## config.mk

```make
export PLATFORM = sky130hd
export DESIGN_NAME = johnson_phase_monitor
export DESIGN_NICKNAME = d
export VERILOG_FILES = /design/src/rtl/johnson_phase_monitor.sv
export SDC_FILE = /design/constraint.sdc
export NUM_CORES = 1
export LEC_CHECK = 0
export BUFFER_PORTS_ARGS = -buffer_cell sky130_fd_sc_hd__buf_2
export CAP_MARGIN = 10
export CORE_MARGIN = 2
export CORE_UTILIZATION = 62
export CTS_BUF_LIST = sky130_fd_sc_hd__clkbuf_8
export CTS_CLUSTER_SIZE = 16
export DETAILED_ROUTE_END_ITERATION = 7
export GPL_ROUTABILITY_DRIVEN = 0
export PLACE_DENSITY_LB_ADDON = 0.1
export SLEW_MARGIN = 10
export SYNTH_ARGS = -nofsm -noshare
export SYNTH_HDL_FRONTEND = slang
export SYNTH_SLANG_ARGS = --single-unit
```

## constraint.sdc

```tcl
create_clock -name clk -period 6 [get_ports clk]
set_input_delay 1.5 -clock clk [delete_from_list [all_inputs] [get_ports clk]]
set_output_delay 1.5 -clock clk [all_outputs]
set_load 0.01 [all_outputs]
```

## src/rtl/johnson_phase_monitor.sv

```systemverilog
// Checks a 4-bit Johnson counter stream, decodes one-hot phase, acquires lock, counts revolutions and faults.
// Latency 1 clk from q_in to all outputs; no backpressure (en only qualifies samples). Option: JPM_STICKY_ERR_EN.
module johnson_phase_monitor #(
    parameter int LOCK_CNT = 4,
    parameter int ERR_W    = 8,
    parameter int REV_W    = 8
) (
    input  logic             clk,
    input  logic             start_n,
    input  logic             en,
    input  logic [3:0]       q_in,
    output logic [7:0]       phase,
    output logic [2:0]       phase_idx,
    output logic             locked,
    output logic             wrap,
    output logic             err,
    output logic [ERR_W-1:0] err_cnt,
    output logic [REV_W-1:0] rev_cnt
);

    typedef enum logic [1:0] {SEARCH, ACQ, LOCK} state_t;

    localparam logic [3:0]       LOCK_TGT = 4'(LOCK_CNT);
    localparam logic [ERR_W-1:0] ERR_ONE  = ERR_W'(1);
    localparam logic [REV_W-1:0] REV_ONE  = REV_W'(1);

    state_t           state_q, state_d;
    logic [2:0]       idx_q, idx_d;
    logic [7:0]       phase_q, phase_d;
    logic [3:0]       good_q, good_d;
    logic             locked_q, locked_d;
    logic             wrap_q, wrap_d;
    logic             err_q, err_d;
    logic [ERR_W-1:0] err_cnt_q, err_cnt_d;
    logic [REV_W-1:0] rev_cnt_q, rev_cnt_d;

    logic             code_vld;
    logic [2:0]       code_idx;
    logic [7:0]       code_hot;
    logic             succ;
    logic             fault;

    always_comb begin
        code_vld = 1'b1;
        code_idx = 3'd0;
        case (q_in)
            4'b0000: code_idx = 3'd0;
            4'b0001: code_idx = 3'd1;
            4'b0011: code_idx = 3'd2;
            4'b0111: code_idx = 3'd3;
            4'b1111: code_idx = 3'd4;
            4'b1110: code_idx = 3'd5;
            4'b1100: code_idx = 3'd6;
            4'b1000: code_idx = 3'd7;
            default: code_vld = 1'b0;
        endcase
        code_hot = 8'(1) << code_idx;
        // A repeated code is deliberately not a successor: a stalled counter is a fault.
        succ     = code_vld && (code_idx == 3'(idx_q + 3'd1));
    end

    always_comb begin
        state_d   = state_q;
        idx_d     = idx_q;
        phase_d   = phase_q;
        good_d    = good_q;
        wrap_d    = 1'b0;
        fault     = 1'b0;
        err_cnt_d = err_cnt_q;
        rev_cnt_d = rev_cnt_q;

        if (en) begin
            case (state_q)
                SEARCH: begin
                    if (code_vld) begin
                        idx_d   = code_idx;
                        phase_d = code_hot;
                        good_d  = 4'd0;
                        state_d = ACQ;
                    end else begin
                        phase_d = 8'd0;
                    end
                end
                ACQ: begin
                    if (!code_vld) begin
                        phase_d = 8'd0;
                        good_d  = 4'd0;
                        state_d = SEARCH;
                    end else if (succ) begin
                        idx_d   = code_idx;
                        phase_d = code_hot;
                        good_d  = good_q + 4'd1;
                        if (good_q + 4'd1 == LOCK_TGT) begin
                            state_d = LOCK;
                        end
                    end else begin
                        idx_d   = code_idx;
                        phase_d = code_hot;
                        good_d  = 4'd0;
                    end
                end
                LOCK: begin
                    if (succ) begin
                        idx_d   = code_idx;
                        phase_d = code_hot;
                        if (idx_q == 3'd7) begin
                            wrap_d    = 1'b1;
                            rev_cnt_d = rev_cnt_q + REV_ONE;
                        end
                    end else begin
                        fault = 1'b1;
                        if (err_cnt_q != '1) begin
                            err_cnt_d = err_cnt_q + ERR_ONE;
                        end
                        if (code_vld) begin
                            idx_d   = code_idx;
                            phase_d = code_hot;
                            good_d  = 4'd0;
                            state_d = ACQ;
                        end else begin
                            phase_d = 8'd0;
                            state_d = SEARCH;
                        end
                    end
                end
                default: begin
                    state_d = SEARCH;
                    phase_d = 8'd0;
                    good_d  = 4'd0;
                end
            endcase
        end

        locked_d = (state_d == LOCK);
`ifdef JPM_STICKY_ERR_EN
        err_d    = err_q | fault;
`else
        err_d    = fault;
`endif
    end

    always_ff @(posedge clk) begin
        if (!start_n) begin
            state_q   <= SEARCH;
            idx_q     <= 3'd0;
            phase_q   <= 8'd0;
            good_q    <= 4'd0;
            locked_q  <= 1'b0;
            wrap_q    <= 1'b0;
            err_q     <= 1'b0;
            err_cnt_q <= '0;
            rev_cnt_q <= '0;
        end else begin
            state_q   <= state_d;
            idx_q     <= idx_d;
            phase_q   <= phase_d;
            good_q    <= good_d;
            locked_q  <= locked_d;
            wrap_q    <= wrap_d;
            err_q     <= err_d;
            err_cnt_q <= err_cnt_d;
            rev_cnt_q <= rev_cnt_d;
        end
    end

    assign phase     = phase_q;
    assign phase_idx = idx_q;
    assign locked    = locked_q;
    assign wrap      = wrap_q;
    assign err       = err_q;
    assign err_cnt   = err_cnt_q;
    assign rev_cnt   = rev_cnt_q;

endmodule

```

# Yosys cells after proc, flatten, opt, wreduce, memory -nomap -nowiden
# Cells that the tools add are included.
dict set report word_totals {
  wordCells 65
  reg_bits 36
  out_inout_bits 30
}
dict set report classes {
  n_bitwise 1
  n_mux 23
  add_sub_neg 4
  n_reduce_logical 12
  shift 1
  eq_ne 15
}
# operator n
set ops {}
lappend ops {{$pmux 3 s7} 1}
lappend ops {{$add 8x1->8 const B} 2}
lappend ops {{$eq 4x4->1 const B} 4}
lappend ops {{$mux 4} 4}
lappend ops {{$mux 8} 2}
lappend ops {{$pmux 8 s2} 1}
lappend ops {{$mux 2} 6}
lappend ops {{$pmux 4 s3} 1}
lappend ops {{$reduce_and 4->1} 3}
lappend ops {{$eq 4x3->1 const B} 2}
lappend ops {{$ne 8x8->1 const B} 1}
lappend ops {{$reduce_or 8->1} 1}
lappend ops {{$shl 1x3->8 const A} 1}
lappend ops {{$mux 3} 2}
lappend ops {{$pmux 2 s3} 1}
lappend ops {{$pmux 3 s2} 1}
lappend ops {{$add 4x1->4 const B} 1}
lappend ops {{$eq 2x2->1 const B} 2}
lappend ops {{$eq 4x1->1 const B} 1}
lappend ops {{$eq 4x2->1 const B} 1}
lappend ops {{$logic_not 4->1} 1}
lappend ops {{$mux 1} 4}
lappend ops {{$reduce_and 2->1} 2}
lappend ops {{$add 3x1->3 const B} 1}
lappend ops {{other kinds (10)} 10}

# Logic depth before layout (Yosys ltp)
# Gate-level depths: netlist of run 1.
dict set report logic_depth {
  word_depth 9
  ltp_mapped 9
  mapped_depth_nobuf 7
}

# Least setup slack after synthesis of run 1
# Ideal clock, no wire load.
dict set report synth_path {
  kind {input-to-reg}
  startpoint {input port q_in[2]}
  endpoint {register locked_q, in the netlist locked}
  path_slack_ns 2.750
  cell_stages 8
  arrival_time_ns 3.190
  path_buffers 2
  setup_time_ns 0.060
  cell_sequence {buf_6 -> or2_4 -> a211o_1 -> a221o_1 -> and2_1 -> buf_6 -> o32ai_4 -> and3_1}
}
dict set report synth_via {
  elab_chain_len 9
}
# element line_no
set synth_lines {}
lappend synth_lines {{start, declared} 11} ;# input logic [3:0] q_in,
lappend synth_lines {{$eq 4x4->1, or another cell as far along} 46} ;# case (q_in)
lappend synth_lines {{$pmux 3 s7 / $reduce_or 8->1 (equally long branches)} --}
lappend synth_lines {{$eq 3x3->1 / $mux 1 (equally long branches)} {59, 46}}
lappend synth_lines {{$logic_and 1x1->1} 59} ;# succ = code_vld && (code_idx == 3'(idx_q + 3'd1));
lappend synth_lines {{$mux 2} 89} ;# end else if (succ) begin
lappend synth_lines {{$mux 2} 85} ;# if (!code_vld) begin
lappend synth_lines {{$pmux 2 s3 (*)} 73} ;# case (state_q)
lappend synth_lines {{$mux 2 (*)} 72} ;# if (en) begin
lappend synth_lines {{$eq 2x2->1 (*)} 134} ;# locked_d = (state_d == LOCK);
lappend synth_lines {{end signal, assigned} 158} ;# locked_q <= locked_d;
lappend synth_lines {{end, declared} 31} ;# logic locked_q, locked_d;
# Every way passes the cells marked *; elsewhere a longest branch is shown, timed or not.
# A chain may end at the register's enable or synchronous reset.

# Final worst setup path of run 1
dict set report layout_path {
  startpoint {input port q_in[1]}
  endpoint {register err_cnt_q[3], in the netlist err_cnt[3]}
}
dict set report layout_via {
  elab_chain_len 6
}
# element line_no
set layout_lines {}
lappend layout_lines {{$eq 4x4->1, or another cell as far along} 46}
lappend layout_lines {{$pmux 3 s7 / $reduce_or 8->1 (equally long branches)} --}
lappend layout_lines {{$eq 3x3->1 / $mux 1 (equally long branches)} {59, 46}}
lappend layout_lines {{$logic_and 1x1->1 (*)} 59}
lappend layout_lines {{$not 1->1 (no line) (*)} --}
lappend layout_lines {{$reduce_and 4->1 (no line) (*)} --}
lappend layout_lines {{end signal, assigned} 161} ;# err_cnt_q <= err_cnt_d;
lappend layout_lines {{end, declared} 34} ;# logic [ERR_W-1:0] err_cnt_q, err_cnt_d;
# Marks and branches as above.

==> results of run 1 <==
## routing by layer
metal | vias up | global-route usage (%) | share of wire (%)
met2 | 43 | 42.40 | 50
met4 | 0 | 7.453 | 0.95
met1 | 854 | 32.94 | 45
met3 | 7 | 4.691 | 3.7
li1 | 945 | - | -
met5 | - | 0 | 0
## cell type report
class | count | area [um2]
clock buffers | 6 | 82.58
inverters | 8 | 30.03
repair buffers | 36 | 180.2
flip-flops and latches | 36 | 720.7
fillers | 275 | 819.5
clock inverters | 2 | 11.26
well taps | 44 | 55.05
multi-input cells | 192 | 1179
## stage by stage
| step | cells | total power [mW] | hold WS, ps |
|---|---|---|---|
| finish | 324 | 0.4671 | 467.3 |
| detailed placement | 316 | 0.2945 | 456.1 |
| global placement | 316 | 0.2938 | 444.1 |
| global route | 324 | 0.4876 | 489.3 |
| floorplan | 250 | 0.2853 | 472.4 |
| CTS | 324 | 0.4696 | 468.8 |
## cells in the mapped netlist (4+ instances only)
master | count | area share (%)
a21oi_1 | 15 | 3.7
and2_1 | 6 | 1.9
clkbuf_1 | 7 | 1.3
dfxtp_1 | 36 | 36
ha_1 | 6 | 3.7
inv_1 | 8 | 1.5
mux2i_1 | 8 | 4.0
nand2_1 | 30 | 5.6
nand2b_1 | 8 | 2.5
nand3_1 | 16 | 4.0
nor2_1 | 23 | 4.3
nor2b_1 | 5 | 1.6
nor3_1 | 5 | 1.2
o21ai_0 | 20 | 5.0
xnor2_1 | 4 | 1.7
## kinds of logic (layout without fill, tap and decap cells)
| family | Yosys count | in the layout | synth area share, % |
|---|---|---|---|
| adder cells (fa/ha/maj) | 6 | 6 | 3.738 |
| XOR/XNOR | 5 | 5 | 2.181 |
| multiplexers | 9 | 9 | 4.548 |
| AO/OA/AOI/OAI | 59 | 59 | 19.25 |
| flip-flops | 36 | 36 | 35.89 |
| buffers and inverters | 22 | 52 | 5.420 |
| AND/OR/NAND/NOR | 113 | 113 | 28.97 |
## where the power goes
group	switching (mW)	internal (mW)
sequential	0.00345	0.241
combinational	0.0294	0.0152
clock	0.0862	0.0916
total	0.119	0.348
## how the worst max path moves through the flow
stage                     startpoint         end
after floorplan              q_in[2]      locked
after global placement       q_in[2]  err_cnt[3]
after detailed placement     q_in[1]  err_cnt[3]
after CTS                    q_in[1]  err_cnt[3]
after global routing         q_in[1]  err_cnt[3]
final                        q_in[1]  err_cnt[3]
## worst reg2reg max path: stages (launching register included)
cell     delay [ps]
dfxtp_1         500
ha_1            360
and4b_1         220
o31ai_1         310
a221o_1         270
nand3_1         280
or4b_2          690
o21ai_0          90
## state kept, by name, summed over array words and instances (netlist names), named ones only
signal,flops
phase,8
wrap,1
err,1
good_q,4
err_cnt,8
rev_cnt,8
state_q,2
locked,1
==> results_dict.tcl, run 1 <==
set metrics [dict create \
    status "finished clean" \
    path_buf_inv 1 \
    rows 20 \
    ir_worst_vdd_v 0.0001426 \
    layout_setup_ws_ps 2594 \
    period_needed_ps 3406 \
    drive_gt1_share_pct 17.86 \
    rsz0062_at_grt "no" \
    layout.cells.most_common_list "36 x dfxtp_1, 36 x buf_2, 30 x nand2_1, 23 x nor2_1, 20 x o21ai_0" \
    drc_errors 0 \
    antenna_found_initial 0 \
    cts.clk_slew.worst_paths_ps 70 \
    setup_tns_ps 0 \
    die-area_um2 3710 \
    hp-class "register to register" \
    p_leak_nw 0.9562 \
    clock_sinks 36 \
    worst_pin_slew_ps 697.1 \
    synth_ff_type "dfxtp_1" \
    grt_usage_pct 25.20 \
    cts_post_setup_buffers_inserted 0 \
    worst_path_max_delay_cell "or4b_2" \
    first_pass_iters 4 \
    synth_edf_count 0 \
    fin_area_um2 2258 \
    max_freq_mhz 293.6 \
    post-route-period-util_pct 56.77 \
    slew_headroom_pct 53.47 \
    cts_hold_buf 0 \
    core_area_um2 3078 \
    cts-root-buf "clkbuf_8" \
    ant_nets 0 \
    clock_latency_ps 280 \
    start_kind "primary input" \
    reg2reg_to "err_cnt[3]" \
    setup_viol 0 \
    syn_area_per_cell_um2 8.033 \
    post-place-ws_ps 2309 \
    async_reset_ff_share_pct 0 \
    arrival_ps 3620 \
    maxSlewViolCount 0 \
    min_path_cells 2 \
    crit_path_end_kind "register" \
    routed_via_density 5.707 \
    cts_buffer_depth 2 \
    worst_ep_required_time_ps 6220 \
    crit_path_max_fanout 20 \
    clock_skew_ps 5.855 \
    cts_tree "yes" \
    power_density_nw_per_um2 206.8 \
    n_antenna_cell 0 \
    crit_family "simple AND/OR/NAND/NOR gates" \
    cpPeakStageDelay_ps 690 \
    crit_type "primary input to register" \
    cp_num_cells 7 \
    die_h_um 60.91 \
    maxCapViolCount 0 \
    finalNetCount 292 \
    dpl.hpwl_mm 3.046 \
    synth-seq-cells 36 \
    yosysWarnings 0 \
    regToRegSetupSlack_ps 3210 \
    hold_violations 0 \
    drtIter0Drc 110 \
    fin_util_pct 73.37 \
    netlist_area_um2 2008 \
    drt-wirelength-per-cell_um 12.95 \
    synth_seq_area_share_pct 35.89 \
    hold_path_startpoint "phase[3]" \
    yosysUniqueCellTypes 50 \
    grt_pass1_vias 1636 \
    postPlaceCellArea_um2 2165 \
    cts_buffers 5 \
    cp_cell_sequence "buf_2, and4b_1, o31ai_1, a221o_1, nand3_1, or4b_2, o21ai_0" \
    overflow 0 \
    netlist_instances 250 \
    cts_max_level 2 \
    r2r_cells 7 \
    grt_pass1_wl_mm 7.148 \
    numPortBuffers 36 \
    cts.repair.resized 0 \
    die_w_um 60.91 \
    syn_to_final_growth_pct 12.46 \
    io_pins 37 \
    synth_nets 263 \
    routed_wl_mm 4.195 \
    initial_core_util_pct 65.24 \
    grt_max_degree 24 \
    hold_path_end "phase[3]" \
    vias 1849 \
]
(Power assumes the default switching activity.)
==> inputs of run 2 (changes only) <==
--- a/config.mk
+++ b/config.mk
@@ -8,7 +8,7 @@
 export BUFFER_PORTS_ARGS = -buffer_cell sky130_fd_sc_hd__buf_2
 export CAP_MARGIN = 10
 export CORE_MARGIN = 2
-export CORE_UTILIZATION = 62
+export CORE_UTILIZATION = 57
 export CTS_BUF_LIST = sky130_fd_sc_hd__clkbuf_8
 export CTS_CLUSTER_SIZE = 16
 export DETAILED_ROUTE_END_ITERATION = 7
==> constraint.sdc (replaced) <==
create_clock -name clk -period 3.47 [get_ports clk]
set_input_delay 0.8675 -clock clk [delete_from_list [all_inputs] [get_ports clk]]
set_output_delay 0.8675 -clock clk [all_outputs]
set_load 0.01 [all_outputs]
==> results_dict.tcl, run 2 (same netlist as run 1, synthesis figures left out) <==
set metrics [dict create \
    status "finished clean" \
    reg2reg_to "err_cnt[3]" \
    p_leak_nw 0.9603 \
    grt_usage_pct 23.29 \
    swShare_pct 26.77 \
    worst_pin_slew_ps 466.3 \
    dpl.hpwl_mm 3.200 \
    antenna_found_initial 0 \
    crit_path_max_fanout 20 \
    rows 21 \
    internal-power_mw 0.5840 \
    postPlaceCellArea_um2 2175 \
    max_freq_mhz 352.2 \
    regToRegSetupSlack_ps 640 \
    hold_path_startpoint "phase[1]" \
    clock_latency_ps 280 \
    crit_path_end_kind "register" \
    vias 1839 \
    cts_post_setup_buffers_inserted 0 \
    r2r_cells 7 \
    syn_to_final_growth_pct 12.65 \
    period_needed_ps 2839 \
    first_pass_iters 4 \
    initial_core_util_pct 59.71 \
    maxSlewViolCount 0 \
    setup_viol 0 \
    power_density_nw_per_um2 352.5 \
    crit_end "err_cnt[3]" \
    grt_max_degree 24 \
    grt_pass1_wl_mm 7.493 \
    cts-root-buf "clkbuf_8" \
    layout.cells.most_common_list "36 x dfxtp_1, 36 x buf_2, 30 x nand2_1, 23 x nor2_1, 20 x o21ai_0" \
    cp-startpoint "q_in[1]" \
    hp-class "register to register" \
    arrival_ps 3050 \
    cts.clk_slew.worst_paths_ps 80 \
    cts.repair.resized 0 \
    ant_nets 0 \
    ir_worst_vdd_v 0.0003322 \
    clock_skew_ps 3.705 \
    setup_tns_ps 0 \
    drtIter0Drc 154 \
    n_antenna_cell 0 \
    pwr-share-clk_pct 36.9 \
    overflow 0 \
    routed_wl_mm 4.421 \
    core_area_um2 3363 \
    maxCapViolCount 0 \
    die_w_um 63.36 \
    power_frac_seq_pct 53.1 \
    io_pins 37 \
    slew_headroom_pct 68.59 \
    cts_max_level 2 \
    numPortBuffers 36 \
    cts_hold_buf 0 \
    drt-wirelength-per-cell_um 13.52 \
    fill_cells 322 \
    grt_pass1_vias 1641 \
    comb_power_share_pct 10.0 \
    cts_buffers 5 \
    worst_ep_required_time_ps 3680 \
    hold_violations 0 \
    post-route-period-util_pct 81.83 \
    drc_errors 0 \
    cts_tree "yes" \
    crit_type "primary input to register" \
    die-area_um2 4014 \
    cts_buffer_depth 2 \
    clock_sinks 36 \
    fin_area_um2 2262 \
    rsz0062_at_grt "no" \
    die_h_um 63.36 \
    start_kind "primary input" \
    drive_gt1_share_pct 18.51 \
    finalNetCount 293 \
    routed_via_density 5.624 \
    p_sw_mw 0.2135 \
]
[run 2: layout make-up]
type                    instances  area [um2]  share of cell area (%)
multi-input cells             192        1179                   52.10
flip-flops and latches         36       720.7                   31.86
repair buffers                 37       187.7                   8.296
clock buffers                   5       68.82                   3.042
well taps                      46       57.56                   2.544
inverters                       8       30.03                   1.327
clock inverters                 3       18.77                  0.8296
[run 2: per-layer routing]
| layer | up-vias | track usage, % | share of wire, % | wire length, um |
|---|---|---|---|---|
| met3 | 5 | 5.714 | 3.3 | 148 |
| met4 | 0 | 6.522 | 0.86 | 38 |
| li1 | 948 | - | - | - |
| met1 | 851 | 29.42 | 47 | 2061 |
| met5 | - | 0 | 0 | 0 |
| met2 | 35 | 39.34 | 49 | 2171 |
[run 2: worst max-delay path, cell delays in order]
cell	delay [ps]
buf_2	260
and4b_1	240
o31ai_1	340
a221o_1	280
nand3_1	300
or4b_2	690
o21ai_0	80
[run 2: worst min-delay path by stage]
stage,cells after the start,end
CTS,2,phase[3]
floorplan,1,good_q[3]
detailed placement,2,phase[3]
global route,2,phase[3]
finish,2,phase[1]
global placement,2,phase[3]
[run 2: power by group through the flow]
stage	sequential [mW]	clock [mW]	combinational, mW
detailed placement	0.433	0	0.0787
global placement	0.433	0	0.0775
global route	0.424	0.322	0.0900
finish	0.423	0.295	0.0794
CTS	0.423	0.300	0.0793
floorplan	0.431	0	0.0620
[run 2: metrics by stage]
step	total power [mW]	hold WS, ps	cells	setup WS [ps]	util [%]
final	0.7975	465.4	327	630.6	67.26
after global routing	0.8364	484.2	327	411.7	67.26
after CTS	0.8028	463.1	327	658.9	67.26
after detailed placement	0.5115	450.4	319	362.6	64.66
after global placement	0.5101	447.3	319	448.4	64.66
after floorplan	0.4933	472.4	250	852.7	-
==> inputs of run 3 (changes only) <==
==> constraint.sdc (replaced) <==
create_clock -name clk -period 2.8 [get_ports clk]
set_input_delay 0.7 -clock clk [delete_from_list [all_inputs] [get_ports clk]]
set_output_delay 0.7 -clock clk [all_outputs]
set_load 0.01 [all_outputs]
==> results_dict.tcl, run 3 (same netlist as run 1, synthesis figures left out) <==
set metrics [dict create \
    grt_max_degree 23 \
    routed_wl_mm 4.298 \
    start_kind "primary input" \
    grt_pass1_wl_mm 7.493 \
    status "finished clean" \
    p_sw_mw 0.2515 \
    crit_path_max_fanout 20 \
    drtIter0Drc 97 \
    arrival_ps 2650 \
    hold_violations 0 \
    swShare_pct 25.10 \
    cts_hold_buf 0 \
    maxCapViolCount 0 \
    fin_util_pct 68.79 \
    clock_sinks 36 \
    die_w_um 63.36 \
    p_leak_nw 0.9901 \
    rows 21 \
    power_frac_seq_pct 52.2 \
    grt_usage_pct 23.43 \
    cts_buffer_depth 2 \
    clock_skew_ps 4.225 \
    comb_power_share_pct 10.4 \
    drt-wirelength-per-cell_um 12.91 \
    grt_pass1_vias 1714 \
    cts.clk_slew.worst_paths_ps 70 \
    cpPeakStageDelay_ps 410 \
    cts.repair.resized 0 \
    antenna_found_initial 0 \
    n_antenna_cell 0 \
    initial_core_util_pct 59.71 \
    drc_errors 0 \
    fill_cells 325 \
    crit_type "primary input to register" \
    fin_area_um2 2313 \
    cp_cell_sequence "buf_2, or2_4, a211o_1, a221o_1, and2_1, o22ai_1, mux2_2" \
    holdWs_ps 458.9 \
    numPortBuffers 36 \
    post-place-ws_ps 116.0 \
    worst_ep_required_time_ps 3030 \
    power_density_nw_per_um2 433.2 \
    drive_gt1_share_pct 19.86 \
    core_area_um2 3363 \
    postPlaceCellArea_um2 2220 \
    die-area_um2 4014 \
    syn_to_final_growth_pct 15.20 \
    cts-root-buf "clkbuf_8" \
    layout_setup_ws_ps 382.5 \
    slew_headroom_pct 71.29 \
    post-route-period-util_pct 86.34 \
    crit_path_end_kind "register" \
    cts_post_setup_buffers_inserted 0 \
    vias 1856 \
    setup_viol 0 \
    ant_nets 0 \
    worst_pin_slew_ps 426.1 \
    clock_latency_ps 280 \
    maxSlewViolCount 0 \
    hp-class "register to register" \
    period_needed_ps 2417 \
    rsz0062_at_grt "no" \
    first_pass_iters 4 \
    routed_via_density 5.574 \
    max_freq_mhz 413.7 \
    internal-power_mw 0.7506 \
    die_h_um 63.36 \
    worst_path_max_delay_cell "a221o_1" \
    cts_max_level 2 \
    layout.cells.most_common_list "36 x dfxtp_1, 36 x buf_2, 30 x nand2_1, 23 x nor2_1, 20 x o21ai_0" \
    cts_buffers 5 \
    ir_worst_vdd_v 0.0003623 \
    setup_tns_ps 0 \
    overflow 0 \
    pwr-share-clk_pct 37.5 \
    dpl.hpwl_mm 3.191 \
    io_pins 37 \
    finalNetCount 299 \
    cts_tree "yes" \
]
[run 3: power groups by stage]
stage | clock [mW] | combinational, mW | sequential [mW]
after floorplan | 0 | 0.0768 | 0.534
after global placement | 0 | 0.102 | 0.535
after detailed placement | 0 | 0.103 | 0.535
after CTS | 0.389 | 0.103 | 0.523
after global routing | 0.402 | 0.117 | 0.523
final | 0.375 | 0.104 | 0.523
[run 3: cell type report]
class	instances	area, um2	share of cell area [%]
multi-input cells	192	1179	50.95
well taps	46	57.56	2.488
clock inverters	2	11.26	0.4867
inverters	8	30.03	1.298
clock buffers	6	82.58	3.569
repair buffers	43	232.7	10.06
flip-flops and latches	36	720.7	31.15
[run 3: critical path: cells and delay by family]
family	cells	cell delay [ps]
compound gates	3	980
simple gates	2	560
mux	1	210
buf+inv	1	190
[run 3: layer usage]
metal  global-route usage (%)  vias up  share of wire, %
met4                    10.33        0               1.9
li1                         -      961                 -
met1                    29.39      847                46
met5                        0        -                 0
met2                    39.21       41                48
met3                    4.107        7               4.1
[run 3: worst paths after layout]
check        startpoint         to  cells after the start  slack, ps
max             q_in[1]  good_q[0]                      7        380
min            phase[3]   phase[3]                      2        460
max reg2reg    register  good_q[0]                      7        390
min reg2reg    phase[3]   phase[3]                      2        460
[run 3: per-stage QoR]
| step | total power [mW] | cells |
|---|---|---|
| 2_1_floorplan | 0.6113 | 250 |
| 3_3_place_gp | 0.6368 | 325 |
| 3_5_place_dp | 0.6374 | 325 |
| 4_1_cts | 1.015 | 333 |
| 5_1_grt | 1.043 | 333 |
| 6_report | 1.002 | 333 |
